--- src/rtl/serial_add_pkg.sv ---
// Shared types and sizing helpers for the bit-serial add/subtract engine.
package serial_add_pkg;

    typedef enum logic [1:0] {
        IDLE = 2'd0,
        RUN  = 2'd1,
        DONE = 2'd2
    } state_t;

    localparam int WIDTH_DEF = 8;

    // Bit-counter width: enough to count 0..w-1, never narrower than one bit.
    function automatic int cnt_w(input int w);
        return (w < 2) ? 1 : $clog2(w);
    endfunction

endpackage

--- src/rtl/full_adder.sv ---
// One-bit full adder cell, time-shared by the serial engine.
module full_adder (
    input  logic a,
    input  logic b,
    input  logic cin,
    output logic sum,
    output logic carry
);

    assign sum   = a ^ b ^ cin;
    assign carry = (a & b) | (cin & (a ^ b));

endmodule

--- src/rtl/serial_adder_ctrl.sv ---
// Bit-serial add/subtract engine: one full_adder cell walks the operands
// LSB-first, one bit per clock, behind valid/ready handshakes on both sides.
module serial_adder_ctrl
    import serial_add_pkg::*;
#(
    parameter int WIDTH = WIDTH_DEF
) (
    input  logic             clk,
    input  logic             rst_n,
    input  logic             clr,
    input  logic             in_valid,
    output logic             in_ready,
    input  logic [WIDTH-1:0] in_a,
    input  logic [WIDTH-1:0] in_b,
    input  logic             in_sub,
    output logic             out_valid,
    input  logic             out_ready,
    output logic [WIDTH-1:0] out_sum,
    output logic             out_cout,
    output logic             out_ovf,
    output logic             busy
);

    localparam int CW = cnt_w(WIDTH);

    state_t           state, state_nxt;
    logic [CW-1:0]    cnt;
    logic [WIDTH-1:0] opa, opb, sreg;
    logic             carry;
    logic             cout_q, ovf_q;
    logic             fa_sum, fa_carry;
    logic             accept, last;

    // Accept is gated by clr so an abort in IDLE never starts an operation.
    assign accept = in_valid && (state == IDLE) && !clr;
    assign last   = (cnt == CW'(WIDTH - 1));

    full_adder u_fa (
        .a     (opa[0]),
        .b     (opb[0]),
        .cin   (carry),
        .sum   (fa_sum),
        .carry (fa_carry)
    );

    // State register.
    always_ff @(posedge clk or negedge rst_n) begin
        if (!rst_n) begin
            state <= IDLE;
        end else begin
            state <= state_nxt;
        end
    end

    // Next-state logic; clr overrides every transition.
    always_comb begin
        state_nxt = state;
        if (clr) begin
            state_nxt = IDLE;
        end else begin
            unique case (state)
                IDLE:    if (in_valid) state_nxt = RUN;
                RUN:     if (last) state_nxt = DONE;
                DONE:    if (out_ready) state_nxt = IDLE;
                default: state_nxt = IDLE;
            endcase
        end
    end

    // Operand/sum shift registers, carry chain and result flags.
    always_ff @(posedge clk or negedge rst_n) begin
        if (!rst_n) begin
            cnt    <= '0;
            opa    <= '0;
            opb    <= '0;
            sreg   <= '0;
            carry  <= 1'b0;
            cout_q <= 1'b0;
            ovf_q  <= 1'b0;
        end else if (accept) begin
            // Subtract is A + ~B + 1: invert B here and seed the carry with 1.
            cnt   <= '0;
            opa   <= in_a;
            opb   <= in_sub ? ~in_b : in_b;
            sreg  <= '0;
            carry <= in_sub;
        end else if (state == RUN && !clr) begin
            sreg  <= {fa_sum, sreg[WIDTH-1:1]};
            opa   <= {1'b0, opa[WIDTH-1:1]};
            opb   <= {1'b0, opb[WIDTH-1:1]};
            carry <= fa_carry;
            cnt   <= cnt + CW'(1);
            if (last) begin
                // At the MSB, carry is the carry into the sign bit.
                cout_q <= fa_carry;
                ovf_q  <= carry ^ fa_carry;
            end
        end
    end

    assign in_ready  = (state == IDLE);
    assign out_valid = (state == DONE);
    assign busy      = (state == RUN);
    assign out_sum   = sreg;
    assign out_cout  = cout_q;
    assign out_ovf   = ovf_q;

endmodule

--- config.mk ---
export PLATFORM = sky130hd
export DESIGN_NAME = serial_adder_ctrl
export DESIGN_NICKNAME = d
export VERILOG_FILES = /design/src/rtl/serial_add_pkg.sv /design/src/rtl/full_adder.sv /design/src/rtl/serial_adder_ctrl.sv
export SDC_FILE = /design/constraint.sdc
export NUM_CORES = 1
export LEC_CHECK = 0
export ABC_AREA = 1
export CORE_MARGIN = 2
export CORE_UTILIZATION = 47
export DETAILED_ROUTE_END_ITERATION = 8
export HOLD_SLACK_MARGIN = 0.12
export PLACE_DENSITY = 0.74
export SETUP_SLACK_MARGIN = 0.15
export SYNTH_ARGS = -nofsm -noshare
export SYNTH_HDL_FRONTEND = slang
export SYNTH_SLANG_ARGS = --single-unit
export TNS_END_PERCENT = 5
--- constraint.sdc ---
create_clock -name clk -period 2.04 [get_ports clk]
set_input_delay 0.408 -clock clk [delete_from_list [all_inputs] [get_ports clk]]
set_output_delay 0.408 -clock clk [all_outputs]
set_load 0.05 [all_outputs]
==> out/results.txt, run 1 <==
Total setup buffers inserted after CTS = 0
EDFF count, synth = 0
Arrival time at the worst endpoint = 1.46 ns
Die X-Extent = 64.6 µm
Cell variety after synth = 22
Seq/Total Area, Yosys = 46.3%
Number of I/O pins = 35
Final Setup Violations = 0
First-pass DRT Iterations = 4
Commonest cells after routing, fill and taps aside = nand2_1 (73), nand3_1 (44), dfrtp_1 (32)
Full die area = 4180 µm²
GP Congestion = 0.829
Max_cap viols = 0
Sum Neg Setup Slack = 0 ns
HPWL reported at the end of detailed placement = 2360 µm
Fraction of layout cells with a size suffix above 1 = 10.6%
Fin crit share = 91.6%
Status = complete, no violations
CTS max path bufs = 2
N_diodes = 0
Starting DRT DRC Count = 111
Crit-path leading delay family = buffers and inverters
CP Capture Type = primary output
CP peak stage delay = 0.81 ns
RSZ-0062 raised after global routing = true
WS Path Type = flip-flop to primary output
Antenna viol nets, final = 0
TritonCTS clock tree = yes
Slew Limit Fails = 0
CTS Buf Count = 5
Area of the core = 3610 µm²
Initial antenna violation count = 0
Yosys warning total = 0
Final hold vios = 0
Hold crit path type = flip-flop to flip-flop
Slowest CP cell = clkdlybuf4s50_1
Initial core utilization = 47.9%
Fin nets = 269
Post-Syn Nets = 232
Largest net degree at the start of global routing = 44
Maximum level of the CTS H-tree = 2
Total track usage = 19.4%
CP Data Required Time = 1.63 ns
Root Buffer = clkbuf_8
Grt ovf = 0
Synth Cell Area = 1730 µm²
Leak = 1.12 nW
Slew margin rel. = 66.8%
Minimum clock period = 1.87 ns
Total routed wirelength = 3450 µm
Mean routed wirelength per cell = 11.8 µm
Number of global-route vias before repair = 1390
Ys flop type = dfrtp_1
Area delta synth->final = 28.7%
Fin Clk Skew = 0.00235 ns
Async SR Flop Fraction = 100%
Synthesis-stage register bit count = 32
Via density = 4.90
CTS Sinks = 32
Peak Freq = 535 MHz
Hold Slack = 0.486 ns
DRC = 0
Cells after Synth = 207
Worst-path clk slew = 0.06 ns
Tightest Pin Transition = 0.497 ns
Peak VDD IR = 472 µV
Die Span Y = 64.6 µm
CP Cell Sequence = clkdlybuf4s50_1
Startpoint types = flip-flop
Commonest non-fill, non-tap cell in the layout = nand2_1
Crit path max fanout = 3
Vias = 1436
Worst-Skew Late Latency = 0.28 ns
First-pass GRT wire length = 6250 µm
P per Cell Area = 841 nW/µm²
Synthesized area per cell = 8.35 µm²
CP Buf/Inv Count = 1
Row cnt = 22
Input/output buffers = 34
## Yosys cell counts (2+ instances only)
cell type	instances	share of area, %
buf_2	4	1.2
buf_4	5	2.2
buf_6	5	3.3
dfrtp_1	32	46
ha_1	2	1.4
inv_1	12	2.6
nand2_1	73	16
nand3_1	44	13
nand4_1	5	1.8
nor2_4	2	1.3
o21ai_0	4	1.2
o21ai_1	2	0.58
xnor2_1	8	4.1
## per-stage QoR
step / power, W / instance area (µm²) / utilization [%] / setup WS, ns / std cells
6_report: 0.00187 / 2220 / 61.7 / 0.172 / 293
5_1_grt: 0.00200 / 2220 / 61.7 / 0.130 / 293
4_1_cts: 0.00189 / 2220 / 61.6 / 0.153 / 293
3_5_place_dp: 0.00139 / 2130 / 59.1 / 0.214 / 285
3_3_place_gp: 0.00138 / 2130 / 59.1 / 0.282 / 285
2_1_floorplan: 0.00120 / 1730 / - / 0.362 / 207
## registers in the layout, indices dropped and copies added, names as in the netlist
name	flops
cnt	3
out_ovf	1
out_sum	8
opa	8
out_cout	1
state	2
carry	1
opb	8
## logic make-up (layout without fill, tap and decap cells)
| logic type | count (synthesis) | after routing | share of synthesized area [%] |
|---|---|---|---|
| adders and majority gates | 3 | 3 | 2.61 |
| buffers and inverters | 26 | 64 | 9.20 |
| xor gates and xnor gates | 9 | 9 | 4.56 |
| and+or+nand+nor | 131 | 131 | 35.6 |
| AOI/OAI and AO/OA | 6 | 6 | 1.74 |
| DFF | 32 | 32 | 46.3 |
## final timing paths
path	end	slack, ns	cells after the start	startpoint
min	out_cout	0.49	2	out_cout
min in group asynchronous	opb[7]	0.51	2	rst_n
max	out_sum[5]	0.17	1	out_sum[5]
max in group asynchronous	out_sum[1]	1.23	2	rst_n
min reg2reg	out_cout	0.49	2	out_cout
max reg2reg	opb[1]	0.66	7	state[1]
## what timing repair did
action,in CTS,in global routing
pin swaps,0,0
hold buffers,0,0
setup endpoints to repair,1,7
hold endpoints to repair,0,0
gates cloned,0,0
resized for setup,1,1
## layer usage
metal	vias to the layer above	wire, µm	GRT usage (%)
li1	735	-	-
met1	651	1610	26.4
met2	43	1580	29.9
met3	7	180	3.65
met4	0	80	9.57
met5	-	0	0
## final cells by class
type | instances | area [µm²]
clock buffer | 8 | 90.1
sequential | 32 | 801
tap | 48 | 60.1
fill | 325 | 1380
timing repair buffer | 44 | 459
inverter | 12 | 45.0
multi-input combinational | 149 | 768
## where the power goes
group	switching [W]	total, W	internal, W
logic	0.000309	0.000534	0.000225
clock network	0.000223	0.000497	0.000275
registers	0.0000807	0.000839	0.000759
total	0.000612	0.00187	0.00126
(Power assumes the default switching activity.)
==> inputs of run 2 (changes only) <==
--- a/config.mk
+++ b/config.mk
@@ -10,6 +10,7 @@
 export CORE_UTILIZATION = 47
 export DETAILED_ROUTE_END_ITERATION = 8
 export HOLD_SLACK_MARGIN = 0.12
+export MAX_ROUTING_LAYER = met4
 export PLACE_DENSITY = 0.74
 export SETUP_SLACK_MARGIN = 0.15
 export SYNTH_ARGS = -nofsm -noshare
==> run 2 against run 1 <==
Effect of this change:
- sequential power barely moved
- final cell count did not move
- critical path depth did not move
- setup slack barely moved
- highest routed layer unchanged
- critical path type unchanged
- final area did not move
==> out/results.txt, run 2 (synthesized netlist as in run 1, its figures left out) <==
Hold crit path type = flip-flop to flip-flop
Dpl ws = 0.214 ns
Sum Neg Setup Slack = 0 ns
Commonest non-fill, non-tap cell in the layout = nand2_1
CP Capture Type = primary output
CTS max path bufs = 2
CP peak stage delay = 0.81 ns
Post-DP Area = 2130 µm²
Slowest CP cell = clkdlybuf4s50_1
First-pass DRT Iterations = 4
GR Util met2 = 29.9%
Internal power = 0.00126 W
Comb pwr share = 28.5%
Switching Power = 0.000612 W
Starting DRT DRC Count = 118
Die Span Y = 64.6 µm
Area of the core = 3610 µm²
Fin nets = 269
Slew Limit Fails = 0
Crit-path leading delay family = buffers and inverters
DRC = 0
Leak = 1.12 nW
Finished Cell Area = 2220 µm²
Peak VDD IR = 472 µV
Die X-Extent = 64.6 µm
TritonCTS clock tree = yes
Initial core utilization = 47.9%
Peak Freq = 535 MHz
Final Core Density = 61.7%
Commonest cells after routing, fill and taps aside = nand2_1 (73), nand3_1 (44), dfrtp_1 (32)
CTS Sinks = 32
Total routed wirelength = 3450 µm
Arrival time at the worst endpoint = 1.46 ns
Hold Slack = 0.486 ns
GP Congestion = 0.841
Initial antenna violation count = 0
CTS Buf Count = 5
Area delta synth->final = 28.7%
Total setup buffers inserted after CTS = 0
Final WS setup = 0.172 ns
Antenna viol nets, final = 0
Total track usage = 20.0%
Mean routed wirelength per cell = 11.8 µm
Worst-path clk slew = 0.06 ns
Met1 Usage GRT = 26.4%
N_diodes = 0
CP Buf/Inv Count = 1
Fin Clk Skew = 0.00235 ns
HPWL reported at the end of detailed placement = 2360 µm
Grt ovf = 0
Status = complete, no violations
Sequential share of power = 44.9%
Final Setup Violations = 0
Fraction of layout cells with a size suffix above 1 = 10.6%
Clock power share = 26.6%
Max_cap viols = 0
Number of global-route vias before repair = 1390
First-pass GRT wire length = 6250 µm
Row cnt = 22
Worst-Skew Late Latency = 0.28 ns
P per Cell Area = 841 nW/µm²
WS Path Type = flip-flop to primary output
Fin crit share = 91.6%
Startpoint types = flip-flop
CP Data Required Time = 1.63 ns
Full die area = 4180 µm²
Slew margin rel. = 66.8%
CP Cell Sequence = clkdlybuf4s50_1
Input/output buffers = 34
Met3 Use GR = 3.65%
Via density = 4.90
Number of I/O pins = 35
Switching part of the total = 32.7%
RSZ-0062 raised after global routing = true
Largest net degree at the start of global routing = 44
Minimum clock period = 1.87 ns
Maximum level of the CTS H-tree = 2
Vias = 1436
Final hold vios = 0
Root Buffer = clkbuf_8
Tightest Pin Transition = 0.497 ns
Gr busiest metal = met2
Crit path max fanout = 3
==> run 2: cell counts in the layout (fill, tap and decap cells not counted) <==
Identical to the previous run, type by type.
==> run 2: per-layer routing <==
layer / up-vias / part of all wire (%)
met2: 43 / 46
met1: 651 / 47
li1: 735 / -
met3: 7 / 5.2
met5: - / 0
met4: 0 / 2.3
==> run 2: cell type report <==
cell class	instances	area, µm²
clock buffers	8	90.1
fillers	325	1380
inverters	12	45.0
multi-input cells	149	768
flip-flops and latches	32	801
well taps	48	60.1
repair buffers	44	459
==> run 2: power groups by stage <==
| stage | combinational [W] | sequential [W] | clock (W) |
|---|---|---|---|
| CTS | 0.000542 | 0.000838 | 0.000512 |
| detailed placement | 0.000543 | 0.000848 | 0 |
| global route | 0.000595 | 0.000851 | 0.000551 |
| global placement | 0.000533 | 0.000848 | 0 |
| floorplan | 0.000296 | 0.000908 | 0 |
| finish | 0.000534 | 0.000839 | 0.000497 |
==> run 2: final timing paths <==
kind	start	slack [ns]	depth (start not counted)	endpoint
setup / recovery	out_sum[5]	0.17	1	out_sum[5]
hold / removal	out_cout	0.49	2	out_cout
setup reg to reg	state[1]	0.66	7	opb[1]
min in group asynchronous	rst_n	0.51	2	opb[7]
max in group asynchronous	rst_n	1.23	2	out_sum[1]
hold reg to reg	out_cout	0.49	2	out_cout
==> run 2: what timing repair did <==
| item | in CTS | in global routing |
|---|---|---|
| hold buffers | 0 | 0 |
| pin swaps | 0 | 0 |
| endpoints found under the setup margin | 1 | 7 |
| resized for setup | 1 | 1 |
==> run 2: worst register-to-register path, cell delays in order, from the launching register on <==
cell,delay (ns)
dfrtp_1,0.48
nor2_4,0.28
nand2_2,0.08
nor2_2,0.08
buf_4,0.18
nand2_1,0.08
nand2_1,0.06
nand2_1,0.04
==> run 2: metrics by stage <==
step | std cells | total power [W]
6_report | 293 | 0.00187
5_1_grt | 293 | 0.00200
4_1_cts | 293 | 0.00189
3_5_place_dp | 285 | 0.00139
3_3_place_gp | 285 | 0.00138
2_1_floorplan | 207 | 0.00120
